===== config.mk =====
export PLATFORM = sky130hd
export DESIGN_NAME = au_mul_seq_flat
export DESIGN_NICKNAME = d
export VERILOG_FILES = /design/src/rtl/au_pkg.sv /design/src/rtl/au_mul_seq_if.sv /design/src/rtl/au_mul_seq_au.sv /design/src/rtl/au_mul_seq.sv /design/src/flat_wrapper.sv
export SDC_FILE = /design/constraint.sdc
export NUM_CORES = 1
export LEC_CHECK = 0
export CORE_MARGIN = 4
export CORE_UTILIZATION = 48
export CTS_CLUSTER_DIAMETER = 100
export DETAILED_ROUTE_END_ITERATION = 10
export DONT_BUFFER_PORTS = 1
export PLACE_DENSITY_LB_ADDON = 0.25
export SYNTH_ARGS = -nofsm -noshare
export SYNTH_HDL_FRONTEND = slang
export SYNTH_SLANG_ARGS = --single-unit
export TNS_END_PERCENT = 50

===== constraint.sdc =====
create_clock -name clk -period 11.5 [get_ports clk]
set_input_delay 2.3 -clock clk [delete_from_list [all_inputs] [get_ports clk]]
set_output_delay 2.3 -clock clk [all_outputs]
set_load 0.02 [all_outputs]

===== src/rtl/au_pkg.sv =====
// Shared AU definitions: datapath width, AU op codes and the multiply
// sequencer state encoding.
package au_pkg;

  localparam int AU_WIDTH = 8;

  localparam logic [1:0] AU_OP_XFER = 2'b00;  // D = A + cin, cout = 0
  localparam logic [1:0] AU_OP_ADD  = 2'b01;  // D = A + B + cin
  localparam logic [1:0] AU_OP_SUB  = 2'b10;  // D = A + ~B + cin
  localparam logic [1:0] AU_OP_DEC  = 2'b11;  // D = A + 8'hFF + cin

  typedef enum logic [1:0] {
    ST_IDLE = 2'b00,
    ST_CALC = 2'b01,
    ST_DONE = 2'b10
  } au_state_e;

endpackage


===== src/rtl/au_mul_seq_if.sv =====
// Requester-side bundle of the shift-and-add multiplier, plus debug taps.
interface au_mul_seq_if
  import au_pkg::*;
#(
  parameter int WIDTH = AU_WIDTH
);
  // Handshake: start is only looked at while idle (busy = 0); a, b are
  // captured on that edge. busy stays high until done pulses for one
  // cycle, during which product/zero are valid; they then hold.
  logic                   start;
  logic [WIDTH-1:0]       a;
  logic [WIDTH-1:0]       b;
  logic                   busy;
  logic                   done;
  logic [2*WIDTH-1:0]     product;
  logic                   zero;
  au_state_e              dbg_state;
  logic                   dbg_au_z;

  modport master (
    output start, a, b,
    input  busy, done, product, zero, dbg_state, dbg_au_z
  );

  modport slave (
    input  start, a, b,
    output busy, done, product, zero, dbg_state, dbg_au_z
  );

endinterface


===== src/rtl/au_mul_seq_au.sv =====
// The 8-bit ripple arithmetic unit, data-flow form.
module au_mul_seq_au
  import au_pkg::*;
(
  input  logic [AU_WIDTH-1:0] a,
  input  logic [AU_WIDTH-1:0] b,
  input  logic                cin,
  input  logic [1:0]          s,
  output logic [AU_WIDTH-1:0] d,
  output logic                cout,
  output logic                z
);

  logic [AU_WIDTH-1:0] bop;
  logic [AU_WIDTH:0]   c;

  // Every op is A + bop + cin; the op only selects the second operand.
  assign bop = (s == AU_OP_XFER) ? '0 :
               (s == AU_OP_ADD)  ? b  :
               (s == AU_OP_SUB)  ? ~b : '1;

  assign c[0] = cin;

  genvar i;
  generate
    for (i = 0; i < AU_WIDTH; i++) begin : g_bit
      assign d[i]   = a[i] ^ bop[i] ^ c[i];
      assign c[i+1] = (a[i] & bop[i]) | (c[i] & (a[i] ^ bop[i]));
    end
  endgenerate

  assign cout = (s == AU_OP_XFER) ? 1'b0 : c[AU_WIDTH];
  assign z    = (d == '0);

endmodule


===== src/rtl/au_mul_seq.sv =====
// Unsigned WIDTH x WIDTH multiplier: one AU add-or-pass per multiplier
// bit, accumulator shifted right each cycle, 2*WIDTH-bit product.
module au_mul_seq
  import au_pkg::*;
#(
  parameter int WIDTH = AU_WIDTH  // must equal AU_WIDTH
)(
  input  logic          clk,
  input  logic          rst,
  au_mul_seq_if.slave   bus
);

  localparam int CW = $clog2(WIDTH);
  localparam logic [CW-1:0] CNT_LAST = CW'(WIDTH - 1);

  au_state_e            state, next_state;
  logic [WIDTH-1:0]     mcand, acc_hi, acc_lo;
  logic [CW-1:0]        cnt;
  logic [2*WIDTH-1:0]   product_q;
  logic                 zero_q;

  logic [1:0]           au_s;
  logic [WIDTH-1:0]     au_d;
  logic                 au_cout;
  logic                 au_z;
  logic [WIDTH-1:0]     shift_hi, shift_lo;

  au_mul_seq_au u_au (
    .a    (acc_hi),
    .b    (mcand),
    .cin  (1'b0),
    .s    (au_s),
    .d    (au_d),
    .cout (au_cout),
    .z    (au_z)
  );

  // The AU carry is the ninth sum bit and shifts in at the top.
  assign shift_hi = {au_cout, au_d[WIDTH-1:1]};
  assign shift_lo = {au_d[0], acc_lo[WIDTH-1:1]};

  always_ff @(posedge clk) begin
    if (rst) state <= ST_IDLE;
    else     state <= next_state;
  end

  always_comb begin
    next_state = state;
    au_s       = AU_OP_XFER;
    case (state)
      ST_IDLE: if (bus.start) next_state = ST_CALC;
      ST_CALC: begin
        au_s = acc_lo[0] ? AU_OP_ADD : AU_OP_XFER;
        if (cnt == CNT_LAST) next_state = ST_DONE;
      end
      ST_DONE: next_state = ST_IDLE;
      default: next_state = ST_IDLE;
    endcase
  end

  always_ff @(posedge clk) begin
    if (rst) begin
      mcand     <= '0;
      acc_hi    <= '0;
      acc_lo    <= '0;
      cnt       <= '0;
      product_q <= '0;
      zero_q    <= 1'b1;
    end else begin
      case (state)
        ST_IDLE: if (bus.start) begin
          mcand  <= bus.a;
          acc_hi <= '0;
          acc_lo <= bus.b;
          cnt    <= '0;
        end
        ST_CALC: begin
          acc_hi <= shift_hi;
          acc_lo <= shift_lo;
          cnt    <= cnt + 1'b1;
          // Register the result on the last step so it is stable under done.
          if (cnt == CNT_LAST) begin
            product_q <= {shift_hi, shift_lo};
            zero_q    <= ({shift_hi, shift_lo} == '0);
          end
        end
        default: ;
      endcase
    end
  end

  assign bus.busy      = (state == ST_CALC) || (state == ST_DONE);
  assign bus.done      = (state == ST_DONE);
  assign bus.product   = product_q;
  assign bus.zero      = zero_q;
  assign bus.dbg_state = state;
  assign bus.dbg_au_z  = au_z;

endmodule

===== src/flat_wrapper.sv =====
// flat-port wrapper written by rule: the top's interface ports become plain ports
module au_mul_seq_flat import au_pkg::*;
#(
  parameter int WIDTH = AU_WIDTH                        
)
  (clk, rst, bus_start, bus_a, bus_b, bus_busy, bus_done, bus_product, bus_zero, bus_dbg_state, bus_dbg_au_z);
  au_mul_seq_if #(.WIDTH(WIDTH)) bus_i ();
  input  logic clk;
  input  logic rst;
  input wire logic [$bits(bus_i.start)-1:0] bus_start;
  input wire logic [$bits(bus_i.a)-1:0] bus_a;
  input wire logic [$bits(bus_i.b)-1:0] bus_b;
  output wire logic [$bits(bus_i.busy)-1:0] bus_busy;
  output wire logic [$bits(bus_i.done)-1:0] bus_done;
  output wire logic [$bits(bus_i.product)-1:0] bus_product;
  output wire logic [$bits(bus_i.zero)-1:0] bus_zero;
  output wire logic [$bits(bus_i.dbg_state)-1:0] bus_dbg_state;
  output wire logic [$bits(bus_i.dbg_au_z)-1:0] bus_dbg_au_z;
  assign bus_i.start = bus_start;
  assign bus_i.a = bus_a;
  assign bus_i.b = bus_b;
  assign bus_busy = bus_i.busy;
  assign bus_done = bus_i.done;
  assign bus_product = bus_i.product;
  assign bus_zero = bus_i.zero;
  assign bus_dbg_state = bus_i.dbg_state;
  assign bus_dbg_au_z = bus_i.dbg_au_z;
  au_mul_seq #(.WIDTH(WIDTH)) u_core (.clk(clk), .rst(rst), .bus(bus_i));
endmodule

==> flow_results.xml <==
<?xml version="1.0" encoding="UTF-8"?>
<metrics>
  <group name="timing">
    <metric name="finClkSkew" unit="ns">0.005491</metric>
    <metric name="drv_slew" unit="">0</metric>
    <metric name="final_min_period_over_clock_period" unit="%">65.96</metric>
    <metric name="fmax" unit="MHz">131.8</metric>
    <metric name="timing.final.crit_period" unit="ns">7.586</metric>
    <metric name="tightestPinTransition" unit="ns">0.8006</metric>
    <metric name="hold-worst-slack" unit="ns">0.4555</metric>
    <metric name="hold_viol" unit="">0</metric>
    <metric name="rsz_0062_raised_after_global_routing" unit="">no</metric>
    <metric name="setup_viol" unit="">0</metric>
    <metric name="max-slew-margin-rel" unit="%">46.63</metric>
    <metric name="fin_tns_setup" unit="ns">0</metric>
  </group>
  <group name="pwr">
    <metric name="share_of_total_power_in_the_clock_network" unit="%">33.6</metric>
    <metric name="leakagePower" unit="nW">0.8244</metric>
    <metric name="total_switching_power" unit="W">0.0001021</metric>
    <metric name="vdd.ir_drop.worst" unit="uV">89.91</metric>
    <metric name="power_switching_share" unit="%">28.02</metric>
    <metric name="powerDensity" unit="mW/mm2">155.6</metric>
    <metric name="comb_power_share" unit="%">17.2</metric>
    <metric name="internal_portion_of_total_power" unit="W">0.0002623</metric>
    <metric name="p_seq_share" unit="%">49.2</metric>
  </group>
  <group name="cts">
    <metric name="clock_insertion_delay_worst_skew" unit="ns">0.29</metric>
    <metric name="post_cts_hold_buffers" unit="">0</metric>
    <metric name="cts_repair_resize_count" unit="">0</metric>
    <metric name="postCtsSetupRepairBufs" unit="">0</metric>
    <metric name="cts_sinks" unit="">46</metric>
    <metric name="clk_path_buf_depth" unit="">2</metric>
    <metric name="total_cts_buffers" unit="">5</metric>
    <metric name="clk_pin_slew" unit="ns">0.08</metric>
    <metric name="h-tree-depth" unit="">2</metric>
    <metric name="cts_tree" unit="">built</metric>
    <metric name="cts_root_buf" unit="">sky130_fd_sc_hd__clkbuf_8</metric>
  </group>
  <group name="logic_synthesis">
    <metric name="synth_adder_area_share" unit="%">10.09</metric>
    <metric name="synth.yosys.warnings" unit="">0</metric>
    <metric name="main_combinational_cell_family_by_area_after_synthesis" unit="">compound AO/OA/AOI/OAI gates</metric>
    <metric name="flip_flop_and_latch_count_after_synthesis" unit="">46</metric>
    <metric name="synth_top_area_share" unit="%">40.82</metric>
    <metric name="netlist_area_before_placement" unit="mm2">0.002256</metric>
    <metric name="number_of_instances_in_the_synthesized_netlist" unit="">249</metric>
    <metric name="avgSynthCellArea" unit="um2">9.060</metric>
    <metric name="ys_top_cells_by_area" unit="">sky130_fd_sc_hd__dfxtp_1 41%, sky130_fd_sc_hd__nand2_1 6.5%, sky130_fd_sc_hd__a21oi_1 6.4%</metric>
    <metric name="synthArstFlopShare" unit="%">0</metric>
    <metric name="synth.mux.area_fraction" unit="%">5.380</metric>
    <metric name="netlist.top_cell.by_area" unit="">sky130_fd_sc_hd__dfxtp_1</metric>
    <metric name="synth_nets" unit="">282</metric>
    <metric name="synth_enable_flop_cells" unit="">0</metric>
    <metric name="synth_seq_area_share" unit="%">40.82</metric>
    <metric name="synth_cell_types" unit="">36</metric>
    <metric name="synth_xor_area_share" unit="%">0.3882</metric>
    <metric name="most_used_dff_post_synth" unit="">sky130_fd_sc_hd__dfxtp_1</metric>
    <metric name="synth-compound-area-share" unit="%">19.41</metric>
    <metric name="share_of_synthesized_cell_area_in_and_or_nand_and_nor_gates" unit="%">17.86</metric>
  </group>
  <group name="final_layout">
    <metric name="post-route-util" unit="%">52.70</metric>
    <metric name="final_net_count" unit="">273</metric>
    <metric name="fillCellCount" unit="">419</metric>
    <metric name="antennaDiodeCount" unit="">0</metric>
    <metric name="mostFrequentLayoutCells" unit="">46 x sky130_fd_sc_hd__dfxtp_1, 39 x sky130_fd_sc_hd__nand2_1, 29 x sky130_fd_sc_hd__a21oi_1</metric>
    <metric name="drive_above_1_share" unit="%">9.167</metric>
    <metric name="leading_cell_type_in_the_layout_fill_and_taps_excluded" unit="">sky130_fd_sc_hd__dfxtp_1</metric>
    <metric name="instances_no_fill" unit="">292</metric>
    <metric name="areaGrowthSynthToFinish" unit="%">3.827</metric>
  </group>
  <group name="die">
    <metric name="initial_utilization" unit="%">50.76</metric>
    <metric name="die_width" unit="um">76.56</metric>
    <metric name="die_outline_area" unit="mm2">0.005861</metric>
    <metric name="floorplan.die.height" unit="um">76.56</metric>
    <metric name="core-area" unit="mm2">0.004444</metric>
    <metric name="rows" unit="">24</metric>
    <metric name="io_pins" unit="">41</metric>
  </group>
  <group name="detailed_routing">
    <metric name="viasPerCell" unit="">5.774</metric>
    <metric name="route.vias.total" unit="">1686</metric>
    <metric name="antenna_violating_nets_post_route" unit="">0</metric>
    <metric name="drc" unit="">0</metric>
    <metric name="drt_iter0_markers" unit="">103</metric>
    <metric name="drt-wirelength-per-cell" unit="um">16.34</metric>
    <metric name="routed_wl" unit="um">4772</metric>
    <metric name="dr.pass1.iters" unit="">4</metric>
  </group>
  <group name="global_routing">
    <metric name="number_of_antenna_violations_at_the_first_check_in_global_routing" unit="">0</metric>
    <metric name="globalRouteTotalUtil" unit="%">17.11</metric>
    <metric name="grt_pass1_wl" unit="um">8100</metric>
    <metric name="via_count_of_the_first_global_routing_pass" unit="">1657</metric>
    <metric name="grt_overflow" unit="">0</metric>
    <metric name="maximum_number_of_pins_on_one_net_before_global_route_repair" unit="">47</metric>
  </group>
  <group name="worst_setup_path">
    <metric name="crit_fanout" unit="">37</metric>
    <metric name="timing.critical_path.arrival" unit="ns">5.29</metric>
    <metric name="worst_setup_path_start_kind" unit="">flop</metric>
    <metric name="setup.worst_path.class" unit="">reg -&gt; out</metric>
    <metric name="critical_path.slowest_cell" unit="">sky130_fd_sc_hd__dfxtp_1</metric>
    <metric name="timing.critical_path.required" unit="ns">9.20</metric>
    <metric name="crit_path_frequent_cell" unit="">sky130_fd_sc_hd__fa_1</metric>
    <metric name="critPathMaxStageDelay" unit="ns">0.52</metric>
    <metric name="worstSetupEndpointType" unit="">output port</metric>
    <metric name="path_cells" unit="">ha_1 &gt; buf_4 &gt; and2_1 &gt; nand2_1 &gt; fa_1 &gt; fa_1 &gt; fa_1 &gt; inv_1 &gt; fa_1 &gt; fa_1 &gt; inv_1 &gt; fa_1 &gt; inv_1 &gt; fa_1 &gt; or4_1 &gt; nor2_1</metric>
  </group>
  <group name="placed_design">
    <metric name="portBuffers" unit="">0</metric>
    <metric name="post-dp-hpwl" unit="um">3299</metric>
    <metric name="place.gp.congestion" unit="">0.7824</metric>
    <metric name="placed_cells_incl_taps" unit="">285</metric>
  </group>
  <group name="job">
    <metric name="maxCapViolCount" unit="">0</metric>
  </group>
  <group name="status">
    <metric name="status" unit="">complete, no violations</metric>
  </group>
  <group name="worst_hold_path">
    <metric name="hold_class" unit="">reg -&gt; reg</metric>
  </group>
</metrics>
## logic make-up (layout without fill, tap and decap cells)
group,after synthesis,count (layout)
buffers and inverters,27,18
adder cells (fa/ha/maj),14,14
AO/OA/AOI/OAI,59,59
multiplexers,12,12
XOR/XNOR,1,1
flip-flops,46,46
AND/OR/NAND/NOR,90,90
## metal layers
metal	part of all wire [%]	GRT usage (%)
met1	44	20.47
met2	47	27.07
met3	7.7	8.274
met4	1.1	5.254
met5	0	0
## stage by stage
step | setup slack [ns] | area (um2) | power [W]
after floorplan | 4.587 | 2256 | 0.0002394
after global routing | 3.611 | 2342 | 0.0003841
after global placement | 4.368 | 2230 | 0.0002444
final | 3.914 | 2342 | 0.0003644
after detailed placement | 4.220 | 2230 | 0.0002457
after CTS | 3.879 | 2342 | 0.0003673
## path summary, 6_finish.rpt
kind	startpoint	end	slack (ns)	depth (start not counted)
worst max register to register	u_core.bus.dbg_state[0]	u_core.bus.zero	6.26	17
worst min-delay path	u_core.mcand[0]	u_core.mcand[0]	0.46	2
worst min register to register	u_core.mcand[0]	u_core.mcand[0]	0.46	2
worst max-delay path	u_core.bus.dbg_state[0]	bus_dbg_au_z	3.91	16
## state kept, by name (all words and copies together), names as in the netlist
register	cells
u_core.acc_hi	8
u_core.acc_lo	8
u_core.bus.dbg_state	2
u_core.bus.product	16
u_core.bus.zero	1
u_core.cnt	3
u_core.mcand	8
## power by group through the flow
stage / clock network [W] / registers [W] / logic, W
final: 0.000122 / 0.000179 / 0.0000628
after global routing: 0.000134 / 0.000181 / 0.0000694
after CTS: 0.000125 / 0.000179 / 0.0000627
after detailed placement: 0 / 0.000183 / 0.0000627
after global placement: 0 / 0.000183 / 0.0000614
after floorplan: 0 / 0.000180 / 0.0000597
## cell type report
| type | count | area [um2] | share of cell area [%] |
|---|---|---|---|
| tap | 52 | 65.06 | 2.778 |
| inverter | 10 | 37.54 | 1.603 |
| timing repair buffer | 1 | 7.507 | 0.3205 |
| clock buffer | 6 | 82.58 | 3.526 |
| clock inverter | 1 | 30.03 | 1.282 |
| multi-input combinational | 176 | 1199 | 51.18 |
| sequential | 46 | 920.9 | 39.32 |
## cells in the mapped netlist, types with 2 or more instances
| library cell | instances |
|---|---|
| sky130_fd_sc_hd__a211oi_1 | 4 |
| sky130_fd_sc_hd__nand2_1 | 39 |
| sky130_fd_sc_hd__fa_1 | 7 |
| sky130_fd_sc_hd__a2bb2oi_1 | 4 |
| sky130_fd_sc_hd__and3_1 | 4 |
| sky130_fd_sc_hd__dfxtp_1 | 46 |
| sky130_fd_sc_hd__buf_4 | 2 |
| sky130_fd_sc_hd__ha_1 | 7 |
| sky130_fd_sc_hd__a21oi_1 | 29 |
| sky130_fd_sc_hd__and2_1 | 2 |
| sky130_fd_sc_hd__nor3_1 | 2 |
| sky130_fd_sc_hd__nor2_1 | 22 |
| sky130_fd_sc_hd__or2_2 | 2 |
| sky130_fd_sc_hd__nand3_1 | 11 |
| sky130_fd_sc_hd__nand2b_1 | 2 |
| sky130_fd_sc_hd__inv_1 | 10 |
| sky130_fd_sc_hd__a211oi_2 | 9 |
| sky130_fd_sc_hd__a32oi_1 | 5 |
| sky130_fd_sc_hd__mux2i_1 | 11 |
| sky130_fd_sc_hd__nor2b_1 | 2 |
| sky130_fd_sc_hd__a211o_1 | 4 |
| sky130_fd_sc_hd__buf_2 | 8 |
| sky130_fd_sc_hd__clkbuf_1 | 4 |
## critical path: cells and delay by family (launching register included)
kind,cells,cell delay [ns]
simple gates,4,1.25
fa+ha+maj,8,2.62
flops,1,0.52
buf+inv,4,0.58
Note: power is estimated with default switching activity, not from simulation.
